File: src/rtl/mem_bus_arbiter_pkg.sv
// Shared definitions for the memory-bus arbiter.
// Holds the arbiter state encoding, the address-segment constants used by
// the virtual-to-physical translation, and the default ack timeout.
package mem_bus_arbiter_pkg;

    typedef enum logic [1:0] {
        ST_IDLE  = 2'd0,
        ST_BUS_I = 2'd1,
        ST_BUS_D = 2'd2,
        ST_DONE  = 2'd3
    } state_t;

    // Segment bounds on addr[31:28]. The 0x8-0x9 window maps onto physical
    // 0x0-0x1 cached. The 0xA-0xB window maps onto the same physical range
    // but uncached.
    localparam logic [3:0] SEG_CACHED_LO   = 4'h8;
    localparam logic [3:0] SEG_CACHED_HI   = 4'h9;
    localparam logic [3:0] SEG_UNCACHED_LO = 4'hA;
    localparam logic [3:0] SEG_UNCACHED_HI = 4'hB;

    localparam int DEFAULT_TIMEOUT = 255;

    // Wide enough for TIMEOUT up to 65535.
    localparam int CNT_W = 16;

endpackage

File: src/rtl/mem_bus_arbiter_addr_xlate.sv
// addr_xlate: combinational virtual-to-physical address translation.
// Ports:
//   addr     in  32  virtual address
//   paddr    out 32  physical address (only bits 31:28 are ever remapped)
//   uncached out 1   high for the 0xA-0xB segment
module addr_xlate
    import mem_bus_arbiter_pkg::*;
(
    input  logic [31:0] addr,
    output logic [31:0] paddr,
    output logic        uncached
);

    logic [3:0] seg;

    assign seg = addr[31:28];

    always_comb begin
        paddr    = addr;
        uncached = 1'b0;
        if (seg >= SEG_CACHED_LO && seg <= SEG_CACHED_HI) begin
            paddr[31:28] = seg - SEG_CACHED_LO;
        end else if (seg >= SEG_UNCACHED_LO && seg <= SEG_UNCACHED_HI) begin
            paddr[31:28] = seg - SEG_UNCACHED_LO;
            uncached     = 1'b1;
        end
    end

endmodule

File: src/rtl/mem_bus_arbiter.sv
// mem_bus_arbiter: arbitrates an instruction-read port and a data port onto
// one shared memory bus. Virtual addresses are translated on the way out.
// Ties are broken in favour of the requester that was not granted last.
// A transaction ends on bus_ack, or is aborted with an error after TIMEOUT
// bus cycles without an ack.
// Ports:
//   clk, rst (synchronous, active-low)
//   inst_req/inst_addr              -> inst_rdata/inst_ready/inst_err
//   data_req/we/sel/addr/wdata      -> data_rdata/data_ready/data_err
//   bus_req/we/sel/addr/wdata/uncached (registered request), bus_rdata/bus_ack
module mem_bus_arbiter
    import mem_bus_arbiter_pkg::*;
#(
    parameter int TIMEOUT = DEFAULT_TIMEOUT
) (
    input  logic        clk,
    input  logic        rst,
    input  logic        inst_req,
    input  logic [31:0] inst_addr,
    output logic [31:0] inst_rdata,
    output logic        inst_ready,
    output logic        inst_err,
    input  logic        data_req,
    input  logic        data_we,
    input  logic [3:0]  data_sel,
    input  logic [31:0] data_addr,
    input  logic [31:0] data_wdata,
    output logic [31:0] data_rdata,
    output logic        data_ready,
    output logic        data_err,
    output logic        bus_req,
    output logic        bus_we,
    output logic [3:0]  bus_sel,
    output logic [31:0] bus_addr,
    output logic [31:0] bus_wdata,
    output logic        bus_uncached,
    input  logic [31:0] bus_rdata,
    input  logic        bus_ack
);

    localparam logic [CNT_W-1:0] CNT_LAST = CNT_W'(TIMEOUT - 1);

    state_t            state_reg, state_next;
    logic              last_data_reg, last_data_next;   // 1: data was granted last
    logic [CNT_W-1:0]  cnt_reg, cnt_next;
    logic              bus_req_reg, bus_req_next;
    logic              bus_we_reg, bus_we_next;
    logic [3:0]        bus_sel_reg, bus_sel_next;
    logic [31:0]       bus_addr_reg, bus_addr_next;
    logic [31:0]       bus_wdata_reg, bus_wdata_next;
    logic              bus_uncached_reg, bus_uncached_next;
    logic [31:0]       inst_rdata_reg, inst_rdata_next;
    logic              inst_ready_reg, inst_ready_next;
    logic              inst_err_reg, inst_err_next;
    logic [31:0]       data_rdata_reg, data_rdata_next;
    logic              data_ready_reg, data_ready_next;
    logic              data_err_reg, data_err_next;

    logic              pick_data, pick_inst, timed_out;
    logic [31:0]       sel_addr, xl_paddr;
    logic              xl_uncached;

    // Data wins a tie unless it was the last one served.
    assign pick_data = data_req && (!inst_req || !last_data_reg);
    assign pick_inst = inst_req && !pick_data;
    assign sel_addr  = pick_data ? data_addr : inst_addr;
    assign timed_out = (cnt_reg == CNT_LAST);

    addr_xlate u_xlate (
        .addr     (sel_addr),
        .paddr    (xl_paddr),
        .uncached (xl_uncached)
    );

    always_comb begin
        state_next        = state_reg;
        last_data_next    = last_data_reg;
        cnt_next          = cnt_reg;
        bus_req_next      = bus_req_reg;
        bus_we_next       = bus_we_reg;
        bus_sel_next      = bus_sel_reg;
        bus_addr_next     = bus_addr_reg;
        bus_wdata_next    = bus_wdata_reg;
        bus_uncached_next = bus_uncached_reg;
        inst_rdata_next   = inst_rdata_reg;
        inst_ready_next   = 1'b0;
        inst_err_next     = 1'b0;
        data_rdata_next   = data_rdata_reg;
        data_ready_next   = 1'b0;
        data_err_next     = 1'b0;

        case (state_reg)
            ST_IDLE: begin
                if (pick_data || pick_inst) begin
                    state_next        = pick_data ? ST_BUS_D : ST_BUS_I;
                    last_data_next    = pick_data;
                    cnt_next          = '0;
                    bus_req_next      = 1'b1;
                    bus_addr_next     = xl_paddr;
                    bus_uncached_next = xl_uncached;
                    bus_we_next       = pick_data && data_we;
                    bus_sel_next      = pick_data ? data_sel : 4'hF;
                    bus_wdata_next    = pick_data ? data_wdata : 32'h0;
                end
            end
            ST_BUS_I, ST_BUS_D: begin
                // An ack in the timeout cycle still counts as a normal completion.
                if (bus_ack || timed_out) begin
                    state_next   = ST_DONE;
                    bus_req_next = 1'b0;
                    if (state_reg == ST_BUS_D) begin
                        data_ready_next = 1'b1;
                        data_err_next   = !bus_ack;
                        data_rdata_next = (bus_ack && !bus_we_reg) ? bus_rdata : 32'h0;
                    end else begin
                        inst_ready_next = 1'b1;
                        inst_err_next   = !bus_ack;
                        inst_rdata_next = bus_ack ? bus_rdata : 32'h0;
                    end
                end else begin
                    cnt_next = cnt_reg + CNT_W'(1);
                end
            end
            ST_DONE: begin
                state_next = ST_IDLE;
            end
            default: begin
                state_next = ST_IDLE;
            end
        endcase
    end

    always_ff @(posedge clk) begin
        if (!rst) begin
            state_reg        <= ST_IDLE;
            last_data_reg    <= 1'b0;
            cnt_reg          <= '0;
            bus_req_reg      <= 1'b0;
            bus_we_reg       <= 1'b0;
            bus_sel_reg      <= 4'h0;
            bus_addr_reg     <= 32'h0;
            bus_wdata_reg    <= 32'h0;
            bus_uncached_reg <= 1'b0;
            inst_rdata_reg   <= 32'h0;
            inst_ready_reg   <= 1'b0;
            inst_err_reg     <= 1'b0;
            data_rdata_reg   <= 32'h0;
            data_ready_reg   <= 1'b0;
            data_err_reg     <= 1'b0;
        end else begin
            state_reg        <= state_next;
            last_data_reg    <= last_data_next;
            cnt_reg          <= cnt_next;
            bus_req_reg      <= bus_req_next;
            bus_we_reg       <= bus_we_next;
            bus_sel_reg      <= bus_sel_next;
            bus_addr_reg     <= bus_addr_next;
            bus_wdata_reg    <= bus_wdata_next;
            bus_uncached_reg <= bus_uncached_next;
            inst_rdata_reg   <= inst_rdata_next;
            inst_ready_reg   <= inst_ready_next;
            inst_err_reg     <= inst_err_next;
            data_rdata_reg   <= data_rdata_next;
            data_ready_reg   <= data_ready_next;
            data_err_reg     <= data_err_next;
        end
    end

    assign bus_req      = bus_req_reg;
    assign bus_we       = bus_we_reg;
    assign bus_sel      = bus_sel_reg;
    assign bus_addr     = bus_addr_reg;
    assign bus_wdata    = bus_wdata_reg;
    assign bus_uncached = bus_uncached_reg;
    assign inst_rdata   = inst_rdata_reg;
    assign inst_ready   = inst_ready_reg;
    assign inst_err     = inst_err_reg;
    assign data_rdata   = data_rdata_reg;
    assign data_ready   = data_ready_reg;
    assign data_err     = data_err_reg;

endmodule
File: config.mk
export PLATFORM = sky130hd
export DESIGN_NAME = mem_bus_arbiter
export DESIGN_NICKNAME = d
export VERILOG_FILES = /design/src/rtl/mem_bus_arbiter_pkg.sv /design/src/rtl/mem_bus_arbiter_addr_xlate.sv /design/src/rtl/mem_bus_arbiter.sv
export SDC_FILE = /design/constraint.sdc
export NUM_CORES = 1
export LEC_CHECK = 0
export ABC_AREA = 1
export BUFFER_PORTS_ARGS = -buffer_cell sky130_fd_sc_hd__buf_4
export CAP_MARGIN = 20
export CORE_MARGIN = 5
export CORE_UTILIZATION = 48
export DETAILED_ROUTE_END_ITERATION = 12
export GPL_ROUTABILITY_DRIVEN = 1
export PLACE_DENSITY = 0.76
export SETUP_SLACK_MARGIN = 0.3
export SYNTH_ARGS = -nofsm -noshare
export SYNTH_HDL_FRONTEND = slang
export SYNTH_SLANG_ARGS = --single-unit
File: constraint.sdc
create_clock -name clk -period 2.4 [get_ports clk]
set_input_delay 0 -clock clk [delete_from_list [all_inputs] [get_ports clk]]
set_output_delay 0 -clock clk [all_outputs]
set_load 0.02 [all_outputs]
**Yosys cells after proc, flatten, opt, wreduce, memory -nomap -nowiden**

Index checks and enable logic that the tools add are counted.

- Word-level logic and storage cells: 80
- Register bits: 158
- Input bits: 138
- Output and inout port bits: 139

- Add/subtract/negate cells: 3
- Order comparisons: 4
- Reduce and logical (&&, ||, !) cells: 26
- Multiplexer cells: 21
- Eq/ne operators: 7
- Bitwise operators: 4

Operators by type and width:

| cell | number |
|---|---|
| $mux 32 | 4 |
| $mux 16 | 2 |
| $pmux 16 s2 | 1 |
| $add 16x1->16 const B | 1 |
| $eq 16x8->1 const B | 1 |
| $reduce_and 3->1 | 5 |
| $mux 4 | 3 |
| $ge 4x4->1 const B | 2 |
| $le 4x4->1 const B | 2 |
| $sub 4x4->4 const B | 2 |
| $logic_and 1x1->1 | 6 |
| $mux 1 | 6 |
| $mux 2 | 3 |
| $ne 2x2->1 const B | 3 |
| $pmux 2 s3 | 1 |
| $logic_not 1->1 | 5 |
| $eq 2x2->1 const B | 2 |
| $not 1->1 | 4 |
| $reduce_and 2->1 | 2 |
| $reduce_and 4->1 | 1 |
| $reduce_or 4->1 | 1 |
| $logic_or 1x1->1 | 3 |
| $eq 2x1->1 const B | 1 |
| $logic_not 2->1 | 1 |
| 3 further kinds | 3 |

**Longest topological paths before layout**

Gate-level depths: netlist of the first run.

- Word-level depth: 8
- Mapped depth: 11
- Gate-level depth less buffers: 11

**Modules after synthesis**

A second synthesis of the first run with hierarchy kept.

- Cell total of the unflattened synthesis: 1048
- Area total of the unflattened synthesis: 7111.8 sq um

By module, submodules not included:

| module | cells an instance | instances | area each (sq um) | sequential area each (sq um) |
|---|---|---|---|---|
| mem_bus_arbiter | 1007 | 1 | 6836.6 | 3163.0 |
| addr_xlate | 41 | 1 | 275.3 | 0.0 |

**Worst setup path before layout of the first run**

No wires, ideal clock.

- Path kind: register to register
- Start point: register state_reg[1]
- End point: register cnt_reg[5]
- Data arrival time: 1.664 ns
- Data required time: 2.268 ns
- Cell stages (with the launch flop): 9
- Period minus slack after synthesis: 1.796 ns
- Setup slack: 0.604 ns
- Path buffers: 2
- Setup time: 0.132 ns
- Path through: dfxtp_1 > inv_1 > ha_1 > buf_4 > o21ai_0 > clkinv_1 > buf_2 > nand3_1 > a21oi_1

- Longest elaborated chain between the ends: 4
- Elaborated cells on any way between the ends: 9
- Classes of those cells: eq/ne (4); mux (1); reduce/logical (4)

RTL lines:

| item | line | source |
|---|---|---|
| from (decl) | mem_bus_arbiter.sv:43 | `state_t state_reg, state_next;` |
| from (signal assigned) | mem_bus_arbiter.sv:151 | `state_reg <= state_next;` |
| $eq 2x2->1 or $eq 2x1->1 (tied branches) | mem_bus_arbiter.sv:92 | `case (state_reg)` |
| $reduce_or 2->1 | mem_bus_arbiter.sv:92 |  |
| $ne 2x2->1 (no source line) or $reduce_bool 2->1 (tied branches) | -- |  |
| $reduce_and 3->1 (no source line) | -- |  |
| to (signal assigned) | mem_bus_arbiter.sv:153 | `cnt_reg <= cnt_next;` |
| to (decl) | mem_bus_arbiter.sv:45 | `logic [CNT_W-1:0] cnt_reg, cnt_next;` |

Parallel ways exist; a longest one is shown, timed or not.
A chain may end at the register's enable or synchronous reset.

**Worst setup path after layout of the first run**

- Start point: register last_data_reg
- End point: register bus_addr_reg[24], in the netlist bus_addr[24]

- Longest elaborated chain between the ends: 7
- Elaborated cells on any way between the ends: 8
- Classes of those cells: mux (1); reduce/logical (7)

RTL lines:

| item | line | source |
|---|---|---|
| from (decl) | mem_bus_arbiter.sv:44 | `logic last_data_reg, last_data_next;` |
| from (signal assigned) | mem_bus_arbiter.sv:152 | `last_data_reg <= last_data_next;` |
| $logic_not 1->1 (*) | mem_bus_arbiter.sv:64 | `assign pick_data = data_req && (!inst_req \|\| !last_data_reg);` |
| $logic_or 1x1->1 (*) | mem_bus_arbiter.sv:64 |  |
| $logic_and 1x1->1 (*) | mem_bus_arbiter.sv:64 |  |
| $logic_not 1->1 | mem_bus_arbiter.sv:65 | `assign pick_inst = inst_req && !pick_data;` |
| $logic_and 1x1->1 | mem_bus_arbiter.sv:65 |  |
| $logic_or 1x1->1 | mem_bus_arbiter.sv:94 | `if (pick_data \|\| pick_inst) begin` |
| $reduce_and 2->1 (no source line) | -- |  |
| to (signal assigned) | mem_bus_arbiter.sv:157 | `bus_addr_reg <= bus_addr_next;` |
| to (decl) | mem_bus_arbiter.sv:49 | `logic [31:0] bus_addr_reg, bus_addr_next;` |

Mark *: on every way between the ends. The rest lies on a longest branch, timed or not.

==> results of run 1 <==
==> final timing paths <==
path / start / endpoint / slack [ps] / depth (start not counted)
worst max-delay path: last_data_reg$_SDFFE_PN0P_ / bus_addr[24]$_SDFFE_PN0P_ / 410 / 6
worst min register to register: data_rdata[26]$_SDFFE_PN0P_ / data_rdata[26]$_SDFFE_PN0P_ / 470 / 2
worst max register to register: last_data_reg$_SDFFE_PN0P_ / bus_addr[24]$_SDFFE_PN0P_ / 410 / 6
worst min-delay path: inst_req / state_reg[0]$_SDFFE_PN0P_ / 60 / 6
==> cell families (layout without fill, tap and decap cells) <==
kind of cell / after synthesis / after routing
flip-flops: 158 / 158
AO/OA/AOI/OAI: 189 / 189
buffers and inverters: 130 / 525
adder cells (fa/ha/maj): 7 / 7
XOR/XNOR: 2 / 2
AND/OR/NAND/NOR: 449 / 452
==> worst max-delay path: stages (launching register included) <==
cell and delay, ps:
sky130_fd_sc_hd__dfxtp_1 340, sky130_fd_sc_hd__nand2_1 60, sky130_fd_sc_hd__nand2_1 120, sky130_fd_sc_hd__buf_4 390, sky130_fd_sc_hd__nand2_1 170, sky130_fd_sc_hd__a31oi_1 220
sky130_fd_sc_hd__dlygate4sd3_1 620
==> layout make-up <==
class / count / area (µm²)
Clock buffer: 21 / 470.5
Inverter: 70 / 266.5
Fill cell: 873 / 2932
Sequential cell: 158 / 3163
Multi-Input combinational cell: 650 / 3033
Clock inverter: 11 / 152.6
Timing Repair Buffer: 423 / 3531
Tap cell: 180 / 225.2
==> power groups by stage <==
stage               Clock, mW  Combinational (mW)  Sequential (mW)
CTS                      2.85                3.84             3.39
finish                   2.86                4.16             3.44
floorplan                   0                1.57             3.97
detailed placement          0                3.46             3.43
global route             3.00                4.49             3.49
global placement            0                3.43             3.42
==> per-layer routing <==
layer / GRT usage [%] / wire length (µm) / vias to the layer above
met4: 22.35 / 1940 / 0
met2: 51.91 / 12820 / 466
met3: 9.792 / 2392 / 143
met1: 33.10 / 9452 / 3651
met5: 0 / 0 / -
li1: - / - / 3794
==> per-stage QoR <==
stage	util, %	cells	setup WS [ps]
3_3_place_gp	63.99	1344	423.3
5_1_grt	78.72	1513	308.8
4_1_cts	77.96	1506	333.7
6_report	78.72	1513	408.5
3_5_place_dp	63.99	1344	333.6
2_1_floorplan	-	935	603.6
==> layout by cell type (no fill, tap or decap), types with 2 or more instances in the layout <==
cell                              n
sky130_fd_sc_hd__a21oi_1         84
sky130_fd_sc_hd__a31oi_1         29
sky130_fd_sc_hd__buf_4          291
sky130_fd_sc_hd__bufinv_16        3
sky130_fd_sc_hd__clkbuf_16       18
sky130_fd_sc_hd__clkbuf_8         3
sky130_fd_sc_hd__clkinvlp_4       4
sky130_fd_sc_hd__dfxtp_1        158
sky130_fd_sc_hd__dlygate4sd3_1  130
sky130_fd_sc_hd__ha_1             6
sky130_fd_sc_hd__inv_1           63
sky130_fd_sc_hd__inv_2            5
sky130_fd_sc_hd__inv_6            3
sky130_fd_sc_hd__nand2_1        295
sky130_fd_sc_hd__nand2_2          3
sky130_fd_sc_hd__nand2_4          2
sky130_fd_sc_hd__nand3_1         58
sky130_fd_sc_hd__nand3_2          2
sky130_fd_sc_hd__nand3_4          2
sky130_fd_sc_hd__nand4_1          7
sky130_fd_sc_hd__nor2_1          74
sky130_fd_sc_hd__nor2_2           3
sky130_fd_sc_hd__o21ai_0         59
sky130_fd_sc_hd__o21ai_1          8
sky130_fd_sc_hd__o21bai_1         3
sky130_fd_sc_hd__o221a_2          4
==> repair_timing <==
| item | CTS | global route |
|---|---|---|
| gates resized for setup | 0 | 9 |
| hold buffers | 130 | 0 |
| setup buffers | 0 | 3 |
| endpoints found under the hold margin | 133 | 0 |
| setup endpoints to repair | 0 | 91 |
==> out/summary.log, run 1 <==
[floorplan] IO Pins 277
[synth] number of standard cells after synthesis 935
[floorplan] initial standard-cell utilization of the core 48.48%
[power] Pleak 5.024 nW
[placement] detailed-placement wirelength estimate 14.79 mm
[global_routing] wire length of the first global-routing pass 40.46 mm
[floorplan] floorplan die width 128.0 µm
[global_routing] overall overflow remaining after global route 0
[clock_network] number of clock buffers inserted by TritonCTS 17
[critical_path] data arrival at the endpoint of the critical path 2350 ps
[floorplan] standard-cell rows 43
[hold_path] classification of the worst-slack hold path in2reg
[timing] Slew Limit Headroom 55.75%
[routing] number of search-and-repair iterations in the first detailed-routing pass 7
[timing] final-layout setup total negative slack 0 ps
[timing] tightest hold margin 58.54 ps
[synth] warnings from Yosys 0
[routing] DRT iter0 DRCs 732
[synth] share of synthesized cell area in and, or, nand and nor gates 27.69%
[timing] Clock Skew 11.88 ps
[placement] Final Wtd Congestion 0.8658
[synth] EDFF count, synth 0
[critical_path] CP Launch Type register
[synth] top-count cell post-synth sky130_fd_sc_hd__nand2_1
[power] ratio of total power to cell area 965.0 nW/µm²
[power] sum of internal, switching and leakage power 10.46 mW
[floorplan] total core area 13,770 µm²
[cells_and_area] number of nets in the final layout 1,465
[synth] Synth Area in Compound Gates 15.23%
[timing] upper clock frequency limit 0.5021 GHz
[synth] xor/xnor share of the synthesized area 0.2623%
[synth] proportion of synthesized flip-flops having asynchronous set or reset 0%
[global_routing] number of antenna violations at the first check in global routing 0
[floorplan] vertical die dimension 128.0 µm
[synth] top cell types by occurrence after synthesis 295 x sky130_fd_sc_hd__nand2_1, 158 x sky130_fd_sc_hd__dfxtp_1, 84 x sky130_fd_sc_hd__a21oi_1
[job] Max-cap violations 0
[placement] area of placed instances 8813 µm²
[global_routing] Tot GR Track Use 31.10%
[clock_network] CTS clk-pin slew, worst paths 70 ps
[critical_path] crit end category register
[synth] proportion of synthesized chip area in sequential cells 47.37%
[synth] netlist area before placement 6678 µm²
[synth] flip-flop and latch count after synthesis 158
[synth] largest family of logic cells by synthesized area simple AND/OR/NAND/NOR gates
[synth] share of the synthesized area in the top cell type 47.37%
[power] net switching fraction of the power 37.86%
[synth] Post-Synth Adder-Cell Area 1.312%
[routing] wire length per cell after detailed routing 17.58 µm
[clock_network] clock net sink count 158
[timing] post-route minimum period 1992 ps
[power] NetSw 3.961 mW
[clock_network] TritonCTS clock tree done
[synth] Synth Net Count 1,080
[synth] count of different cell masters after synthesis 34
[clock_network] number of buffers on the longest clock path 2
[critical_path] Crit Path Class reg2reg
[power] power share of the sequential group 32.9%
[power] highest ir drop seen on vdd 707.8 µV
[cells_and_area] share of layout cells above drive strength 1 26.33%
[synth] mux contribution to synthesized area 0%
[global_routing] vias in the first global route 8,077
[synth] syn avg cell area 7.142 µm²
[cells_and_area] area growth from synthesis to layout 62.36%
[critical_path] Max Fanout on Critical Path 36
[synth] primary flip-flop cell chosen by synthesis mapping sky130_fd_sc_hd__dfxtp_1
[placement] Port Buffers 276
[routing] Via density 5.323
[power] relative contribution of the clock network to total power 27.3%
[power] cell internal pwr 6.501 mW
[synth] largest area contributor in the netlist sky130_fd_sc_hd__dfxtp_1
[synth] most area-consuming cells after synthesis sky130_fd_sc_hd__dfxtp_1 47%, sky130_fd_sc_hd__nand2_1 17%, sky130_fd_sc_hd__a21oi_1 6.3%
[routing] total wire length 26.60 mm
[power] logic gate share of total power 39.8%
[timing] RSZ-0062 raised after global routing no
[cells_and_area] final antenna diode count 0
[critical_path] required time of the critical path 2760 ps
[timing] final count of hold timing violations 0
[timing] final clock period utilization by the worst path 82.98%
[global_routing] pin count of the biggest net entering global routing 68
[clock_network] master cell of the clock root buffer sky130_fd_sc_hd__clkbuf_16
[outcome] run status finished clean
[clock_network] H-tree Lvls 4
[routing] overall via count from detail_route 8,054
[floorplan] area enclosed by the die boundary 16,370 µm²
[timing] pins over their slew limit 0
[cells_and_area] total non-filler cell area in the finished layout 10,840 µm²
[routing] residual antenna-violating net count after detailed routing 0
[timing] final setup vio count 0
[routing] remaining design rule violation count 0
[clock_network] worst skew pair latency 430 ps
[timing] slew at the pin closest to its max-slew limit 663.8 ps
(Power assumes the default switching activity.)
==> run 2, diff against run 1 <==
Clock period 2.4 ns to 2.05 ns, I/O delays scaled along.
==> run 2 against run 1 <==
Power up 14%. First-iteration DRC count shrank 8.3%. Sequential power is 17% higher. Via count rose by 0.84%. Register-to-register slack got worse by 20 ps. Cell count rose by 0.59%. Combinational power up 14%. Global-route usage barely moved. Clock-buffer cell count stayed put. Critical endpoint is now data_rdata[27]$_SDFFE_PN0P_.
==> out/summary.log, run 2 (synthesized netlist as in run 1, its figures left out) <==
[critical_path] termination of the worst setup path data_rdata[27]$_SDFFE_PN0P_
[routing] total wire length 26.60 mm [about the same]
[cells_and_area] area growth from synthesis to layout 64.02%
[routing] wire length per cell after detailed routing 17.47 µm [-0.62%]
[timing] pins over their slew limit 0 [unchanged]
[clock_network] clock net sink count 158 [unchanged]
[routing] residual antenna-violating net count after detailed routing 0 [unchanged]
[cells_and_area] most frequent standard cell in the layout excluding fill and tap cells sky130_fd_sc_hd__nand2_1
[power] highest ir drop seen on vdd 855.9 µV [+21%]
[power] ratio of total power to cell area 1089 nW/µm² [+13%]
[timing] final setup vio count 0 [unchanged]
[global_routing] vias in the first global route 8,080 [+0.037%]
[cells_and_area] most frequent cells in the layout 295 x sky130_fd_sc_hd__nand2_1, 294 x sky130_fd_sc_hd__buf_4, 149 x sky130_fd_sc_hd__dfxtp_1, 130 x sky130_fd_sc_hd__dlygate4sd3_1, 83 x sky130_fd_sc_hd__a21oi_1
[critical_path] CP Launch Type register
[power] Pleak 5.066 nW [+0.83%]
[routing] number of search-and-repair iterations in the first detailed-routing pass 6 [-1]
[hold_path] classification of the worst-slack hold path in2reg
[global_routing] Tot GR Track Use 31.08% [about the same]
[timing] Clock Skew 7.795 ps [-4.085 ps]
[routing] Via density 5.336 [+0.25%]
[critical_path] critical path startpoint cnt_reg[11]$_SDFFE_PN0P_
[floorplan] IO Pins 277 [unchanged]
[critical_path] beginning of the worst register-to-register path cnt_reg[11]$_SDFFE_PN0P_
[timing] slew at the pin closest to its max-slew limit 926.7 ps [+262.9 ps]
[critical_path] required time of the critical path 2360 ps [-400 ps]
[global_routing] wire length of the first global-routing pass 40.76 mm [+0.73%]
[critical_path] Max Fanout on Critical Path 31 [-14%]
[floorplan] floorplan die width 128.0 µm [unchanged]
[cells_and_area] number of nets in the final layout 1,471 [+0.41%]
[clock_network] worst skew pair latency 420 ps [about the same]
[floorplan] total core area 13,770 µm² [unchanged]
[global_routing] overall overflow remaining after global route 0 [unchanged]
[placement] detailed-placement wirelength estimate 15.04 mm [+1.7%]
[timing] Slew Limit Headroom 38.13% [-18 points]
[timing] upper clock frequency limit 0.6014 GHz [+20%]
[placement] Final Wtd Congestion 0.8715 [+0.66%]
[clock_network] CTS clk-pin slew, worst paths 60 ps [about the same]
[global_routing] pin count of the biggest net entering global routing 64 [-5.9%]
[floorplan] vertical die dimension 128.0 µm [unchanged]
[floorplan] standard-cell rows 43 [unchanged]
[placement] Port Buffers 276 [unchanged]
[critical_path] Crit Path Class reg2reg
[clock_network] number of buffers on the longest clock path 2 [unchanged]
[job] Max-cap violations 0 [unchanged]
[clock_network] H-tree Lvls 4 [unchanged]
[routing] overall via count from detail_route 8,122 [+0.84%]
[clock_network] number of clock buffers inserted by TritonCTS 17 [unchanged]
[cells_and_area] share of layout cells above drive strength 1 27.63% [+1.3 points]
[clock_network] TritonCTS clock tree done
[timing] final clock period utilization by the worst path 81.11% [-1.9 points]
[timing] RSZ-0062 raised after global routing yes
[clock_network] master cell of the clock root buffer sky130_fd_sc_hd__clkbuf_16
[critical_path] crit end category register
[timing] post-route minimum period 1663 ps [-328.8 ps]
[critical_path] Crit Reg-Reg Endpoint data_rdata[27]$_SDFFE_PN0P_
[critical_path] data arrival at the endpoint of the critical path 1980 ps [-370 ps]
[floorplan] initial standard-cell utilization of the core 48.48% [unchanged]
[outcome] run status finished clean
[cells_and_area] utilization of the core after routing 79.52% [+0.81 points]
[timing] final count of hold timing violations 0 [unchanged]
[timing] final-layout setup total negative slack 0 ps [unchanged]
[critical_path] internal reg-to-reg setup slack 390 ps [-20 ps]
[floorplan] area enclosed by the die boundary 16,370 µm² [unchanged]
[routing] remaining design rule violation count 0 [unchanged]
[routing] DRT iter0 DRCs 671 [-8.3%]
[global_routing] number of antenna violations at the first check in global routing 3 [+3]
[critical_path] worst reg2reg path depth 9 [+3]
## run 2: cell count changes in the layout (fill, tap and decap cells not counted), moves of 3 or more
cell                         change
sky130_fd_sc_hd__clkinv_2        +6
sky130_fd_sc_hd__dfxtp_1         -9
sky130_fd_sc_hd__clkinvlp_4      -3
sky130_fd_sc_hd__diode_2         +3
sky130_fd_sc_hd__buf_4           +3
sky130_fd_sc_hd__inv_6           -3
sky130_fd_sc_hd__dfxtp_2         +8
## run 2: stage by stage
step / power, mW / setup slack (ps) / hold slack, ps / area [µm²] / cells
finish: 11.93 / 387.3 / 24.83 / 10950 / 1522
global route: 12.45 / 259.1 / 58.53 / 10950 / 1522
CTS: 11.52 / 313.3 / 14.29 / 10790 / 1514
detailed placement: 8.190 / 337.0 / 243.6 / 8900 / 1352
global placement: 8.136 / 382.2 / 239.9 / 8900 / 1352
floorplan: 6.490 / 300.2 / 140.7 / 6679 / 935
## run 2: where the power goes
part | internal (mW) | total [mW] | switching (mW)
Sequential | 3.66 | 4.02 | 0.361
Clock | 1.88 | 3.16 | 1.28
Combinational | 1.85 | 4.75 | 2.90
Total | 7.39 | 11.9 | 4.54
## run 2: area by class of cell
type	instances	area, µm²
diodes	3	7.507
clock buffers	21	470.5
clock inverters	11	115.1
fillers	885	2820
inverters	70	264.0
multi-input cells	647	3020
flip-flops and latches	158	3177
well taps	180	225.2
repair buffers	432	3674
## run 2: worst min path at each step
| stage | from | endpoint | slack [ps] | depth (start not counted) |
|---|---|---|---|---|
| 3_5_place_dp | bus_rdata[20] | data_rdata[20]$_SDFFE_PN0P_ | 240 | 3 |
| 6_report | inst_addr[30] | bus_addr[30]$_SDFFE_PN0P_ | 20 | 5 |
| 3_3_place_gp | bus_rdata[15] | data_rdata[15]$_SDFFE_PN0P_ | 240 | 3 |
| 2_1_floorplan | bus_rdata[0] | data_rdata[0]$_SDFFE_PN0P_ | 140 | 2 |
| 5_1_grt | data_addr[30] | bus_addr[30]$_SDFFE_PN0P_ | 60 | 5 |
| 4_1_cts | inst_addr[30] | bus_addr[30]$_SDFFE_PN0P_ | 10 | 5 |
## run 2: per-layer routing
layer / up-vias / part of all wire, % / track usage (%)
li1: 3803 / - / -
met1: 3706 / 36 / 34.91
met2: 499 / 48 / 52.00
met3: 114 / 9.7 / 9.792
met4: 0 / 5.8 / 17.73
met5: - / 0 / 0
## run 2: worst max-delay path, cell delays in order (launching register included)
cell and delay, ps:
sky130_fd_sc_hd__dfxtp_1 370, sky130_fd_sc_hd__nor2_1 120, sky130_fd_sc_hd__nand2_1 80, sky130_fd_sc_hd__nor2_2 140
sky130_fd_sc_hd__nand2_2 80, sky130_fd_sc_hd__nand2_4 130, sky130_fd_sc_hd__nand3_4 170, sky130_fd_sc_hd__clkbuf_16 250
sky130_fd_sc_hd__a21oi_1 150, sky130_fd_sc_hd__nor2_1 60
## run 2: repair_timing
action	CTS	global route
buffers inserted	0	2
setup endpoints to repair	0	44
hold endpoints to repair	133	0
gates resized for setup	0	24
hold buffers	130	0
==> run 3, diff against run 2 <==
Settings changed: ABC_AREA 1 to 0, CORE_UTILIZATION 48 to 47.
Clock period 2.05 ns to 1.68 ns, I/O delays scaled along.
==> run 3 against run 2 <==
The run now ends with setup timing left. Utilization rose by 16 points. Non-clock buffer count rose by 81. Synthesized area down 10%. Register-to-register slack got worse by 1100 ps. Critical path depth down 1. Routed wire length grew 44%. Hold slack improved by 100 ps. Power is 50% higher. Global-route usage grew 8.1 points. Critical endpoint is now cnt_reg[14]$_SDFFE_PN0P_.
==> out/summary.log, run 3 <==
[outcome] run status finished, violations left
[outcome] failing checks setup timing
[clock_network] worst skew pair latency 440 ps [+20 ps]
[synth] count of different cell masters after synthesis 45 [+32%]
[clock_network] number of clock buffers inserted by TritonCTS 17 [unchanged]
[critical_path] required time of the critical path 1980 ps [-380 ps]
[critical_path] worst reg2reg path depth 8 [-1]
[hold_path] classification of the worst-slack hold path in2reg
[critical_path] data arrival at the endpoint of the critical path 2700 ps [+720 ps]
[hold_path] hold path startpoint bus_ack
[critical_path] crit-path cells inv_2 -> ha_4 -> inv_1 -> or4_4 -> buf_4 -> nand4_1 -> xor2_1 -> nor2_1
[timing] post-route minimum period 2404 ps [+741.6 ps]
[power] Pleak 5.536 nW [+9.3%]
[timing] RSZ-0062 raised after global routing yes
[routing] DRT iter0 DRCs 1,147 [+71%]
[synth] proportion of synthesized flip-flops having asynchronous set or reset 0% [unchanged]
[critical_path] Crit Reg-Reg Endpoint cnt_reg[14]$_SDFFE_PN0P_
[clock_network] number of buffers on the longest clock path 2 [unchanged]
[timing] final clock period utilization by the worst path 143.1% [+62 points]
[clock_network] H-tree Lvls 4 [unchanged]
[critical_path] crit end category register
[floorplan] standard-cell rows 41 [-4.7%]
[power] ratio of total power to cell area 1494 nW/µm² [+37%]
[global_routing] pin count of the biggest net entering global routing 37 [-42%]
[hold_path] Hold Path Sink inst_err$_SDFF_PP0_
[timing] final setup vio count 158 [+158]
[timing] slew at the pin closest to its max-slew limit 681.3 ps [-245.4 ps]
[synth] primary flip-flop cell chosen by synthesis mapping sky130_fd_sc_hd__dfxtp_1
[floorplan] initial standard-cell utilization of the core 47.63% [-0.86 points]
[global_routing] Tot GR Track Use 39.14% [+8.1 points]
[critical_path] Max Fanout on Critical Path 7 [-77%]
[timing] Worst Setup Slack, final -724.3 ps [-1112 ps]
[routing] overall via count from detail_route 8,051 [-0.87%]
[cells_and_area] most frequent standard cell in the layout excluding fill and tap cells sky130_fd_sc_hd__buf_4
[synth] syn avg cell area 10.65 µm² [+49%]
[routing] total wire length 38.22 mm [+44%]
[placement] Final Wtd Congestion 0.8247 [-5.4%]
[global_routing] wire length of the first global-routing pass 44.44 mm [+9.0%]
[placement] Port Buffers 276 [unchanged]
[synth] largest area contributor in the netlist sky130_fd_sc_hd__dfxtp_1
[routing] Via density 6.514 [+22%]
[synth] number of standard cells after synthesis 562 [-40%]
[synth] flip-flop and latch count after synthesis 158 [unchanged]
[floorplan] total core area 12,570 µm² [-8.7%]
[clock_network] master cell of the clock root buffer sky130_fd_sc_hd__clkbuf_16
[synth] EDFF count, synth 0 [unchanged]
[global_routing] number of antenna violations at the first check in global routing 2 [-1]
[critical_path] Crit Path Class reg2reg
[floorplan] IO Pins 277 [unchanged]
[synth] Synth Net Count 707 [-35%]
[routing] number of search-and-repair iterations in the first detailed-routing pass 5 [-1]
[timing] tightest hold margin 127.1 ps [+102.2 ps]
[cells_and_area] number of nets in the final layout 1,196 [-19%]
[clock_network] TritonCTS clock tree done
[clock_network] clock net sink count 158 [unchanged]
[clock_network] CTS clk-pin slew, worst paths 70 ps [about the same]
[power] highest ir drop seen on vdd 1172 µV [+37%]
[timing] final count of hold timing violations 0 [unchanged]
[cells_and_area] area growth from synthesis to layout 99.71%
[placement] detailed-placement wirelength estimate 13.95 mm [-7.3%]
[synth] netlist area before placement 5986 µm² [-10%]
[routing] remaining design rule violation count 0 [unchanged]
[floorplan] vertical die dimension 122.9 µm [-4.0%]
[floorplan] floorplan die width 122.9 µm [-4.0%]
[cells_and_area] most frequent cells in the layout 323 x sky130_fd_sc_hd__buf_4, 153 x sky130_fd_sc_hd__dfxtp_1, 135 x sky130_fd_sc_hd__dlygate4sd3_1, 64 x sky130_fd_sc_hd__a22o_1, 34 x sky130_fd_sc_hd__a22oi_2
[routing] wire length per cell after detailed routing 30.92 µm [+77%]
[critical_path] crit-path max cell delay 570 ps [+200 ps]
[global_routing] overall overflow remaining after global route 0 [unchanged]
[global_routing] vias in the first global route 7,732 [-4.3%]
[timing] upper clock frequency limit 0.4159 GHz [-31%]
[synth] proportion of synthesized chip area in sequential cells 52.84% [+5.5 points]
[hold_path] number of cells on the worst hold path 3 [-2]
[cells_and_area] share of layout cells above drive strength 1 48.97% [+21 points]
[timing] Clock Skew 17.44 ps [+9.643 ps]
[floorplan] area enclosed by the die boundary 15,090 µm² [-7.8%]
[synth] warnings from Yosys 0 [unchanged]
[routing] residual antenna-violating net count after detailed routing 0 [unchanged]
[job] Max-cap violations 0 [unchanged]
[critical_path] internal reg-to-reg setup slack -720 ps [-1110 ps]
[synth] most area-consuming cells after synthesis sky130_fd_sc_hd__dfxtp_1 53%, sky130_fd_sc_hd__a22o_1 9.4%, sky130_fd_sc_hd__mux2i_1 5.5%
[critical_path] slowest cell on the critical path sky130_fd_sc_hd__or4_4
[timing] Slew Limit Headroom 54.49% [+16 points]
[critical_path] CP Launch Type register
[cells_and_area] utilization of the core after routing 95.11% [+16 points]
[synth] share of the synthesized area in the top cell type 52.84% [+5.5 points]
[synth] top cell types by occurrence after synthesis 158 x sky130_fd_sc_hd__dfxtp_1, 64 x sky130_fd_sc_hd__a22o_1, 47 x sky130_fd_sc_hd__nand2_1
[cells_and_area] final antenna diode count 0 [-3]
[synth] top-count cell post-synth sky130_fd_sc_hd__dfxtp_1
[critical_path] beginning of the worst register-to-register path state_reg[0]$_SDFFE_PN0P_
[timing] pins over their slew limit 0 [unchanged]
==> run 3: cell count changes after synthesis, moves of 55 or more <==
| cell | delta |
|---|---|
| sky130_fd_sc_hd__nand2_1 | -248 |
| sky130_fd_sc_hd__a21oi_1 | -77 |
| sky130_fd_sc_hd__a22o_1 | +64 |
| sky130_fd_sc_hd__nor2_1 | -62 |
| sky130_fd_sc_hd__inv_1 | -60 |
| sky130_fd_sc_hd__o21ai_0 | -55 |
==> run 3: repair_timing <==
| item | 4_1_cts | 5_1_grt |
|---|---|---|
| endpoints found under the hold margin | 133 | 0 |
| hold buffers | 135 | 0 |
| endpoints found under the setup margin | 155 | 158 |
| gates resized for setup | 75 | 61 |
| buffers inserted | 15 | 18 |
| pin swaps | 22 | 28 |
| gates cloned | 17 | 7 |
==> run 3: per-layer routing <==
layer | vias to the layer above | part of all wire, % | GRT usage, %
met5 | - | 0.034 | 0
met4 | 2 | 11 | 22.53
met3 | 358 | 13 | 12.03
met2 | 938 | 45 | 68.23
met1 | 3702 | 31 | 41.66
li1 | 3051 | - | -
==> run 3: area by class of cell <==
type                       instances  area (µm²)
tap                              172       215.2
clock inverter                    13       152.6
timing repair buffer             513        4845
sequential                       158        3169
multi-input combinational        354        3090
clock buffer                      19       452.9
fill                             254       614.3
inverter                           7       28.78
==> run 3: worst max path at each step <==
stage | start | to | cells after the start
3_5_place_dp | cnt_reg[10]$_SDFFE_PN0P_ | cnt_reg[1]$_SDFFE_PN0P_ | 6
2_1_floorplan | cnt_reg[10]$_SDFFE_PN0P_ | cnt_reg[5]$_SDFFE_PN0P_ | 7
5_1_grt | state_reg[0]$_SDFFE_PN0P_ | cnt_reg[14]$_SDFFE_PN0P_ | 8
4_1_cts | cnt_reg[10]$_SDFFE_PN0P_ | cnt_reg[7]$_SDFFE_PN0P_ | 6
6_report | state_reg[0]$_SDFFE_PN0P_ | cnt_reg[14]$_SDFFE_PN0P_ | 8
3_3_place_gp | cnt_reg[10]$_SDFFE_PN0P_ | cnt_reg[1]$_SDFFE_PN0P_ | 6
==> run 3: stage by stage <==
step,setup TNS [ps],total power [mW],setup slack (ps),instance area (µm²),instances
3_5_place_dp,-28400,9.967,-385.2,8621,1012
2_1_floorplan,-26900,7.688,-402.8,6083,562
6_report,-57520,17.86,-724.3,11950,1236
4_1_cts,-28150,15.85,-388.0,11450,1211
5_1_grt,-58210,18.10,-700.6,11950,1236
3_3_place_gp,-24390,9.828,-338.4,8621,1012
==> run 3: logic make-up after synthesis <==
group	Yosys count	synth area share [%]
fa+ha+maj	7	1.463
buf+inv	51	3.386
flops	158	52.84
xor+xnor	5	0.7316
mux	33	5.518
compound gates	171	23.95
simple gates	137	12.10
==> run 3: worst max-delay path, delay by kind of cell, from the launching register on <==
kind	cells	cell delay (ps)
adder cells (fa/ha/maj)	1	350
XOR/XNOR	1	380
buffers and inverters	3	330
flip-flops	1	350
AND/OR/NAND/NOR	3	840
==> run 3: power by group <==
part           internal [mW]  total, mW  switching, mW  leakage [nW]
Clock                   2.30       4.12           1.82         0.281
Sequential              4.49       5.15          0.658          1.29
Combinational           4.20       8.59           4.39          3.96
Total                   11.0       17.9           6.87          5.54
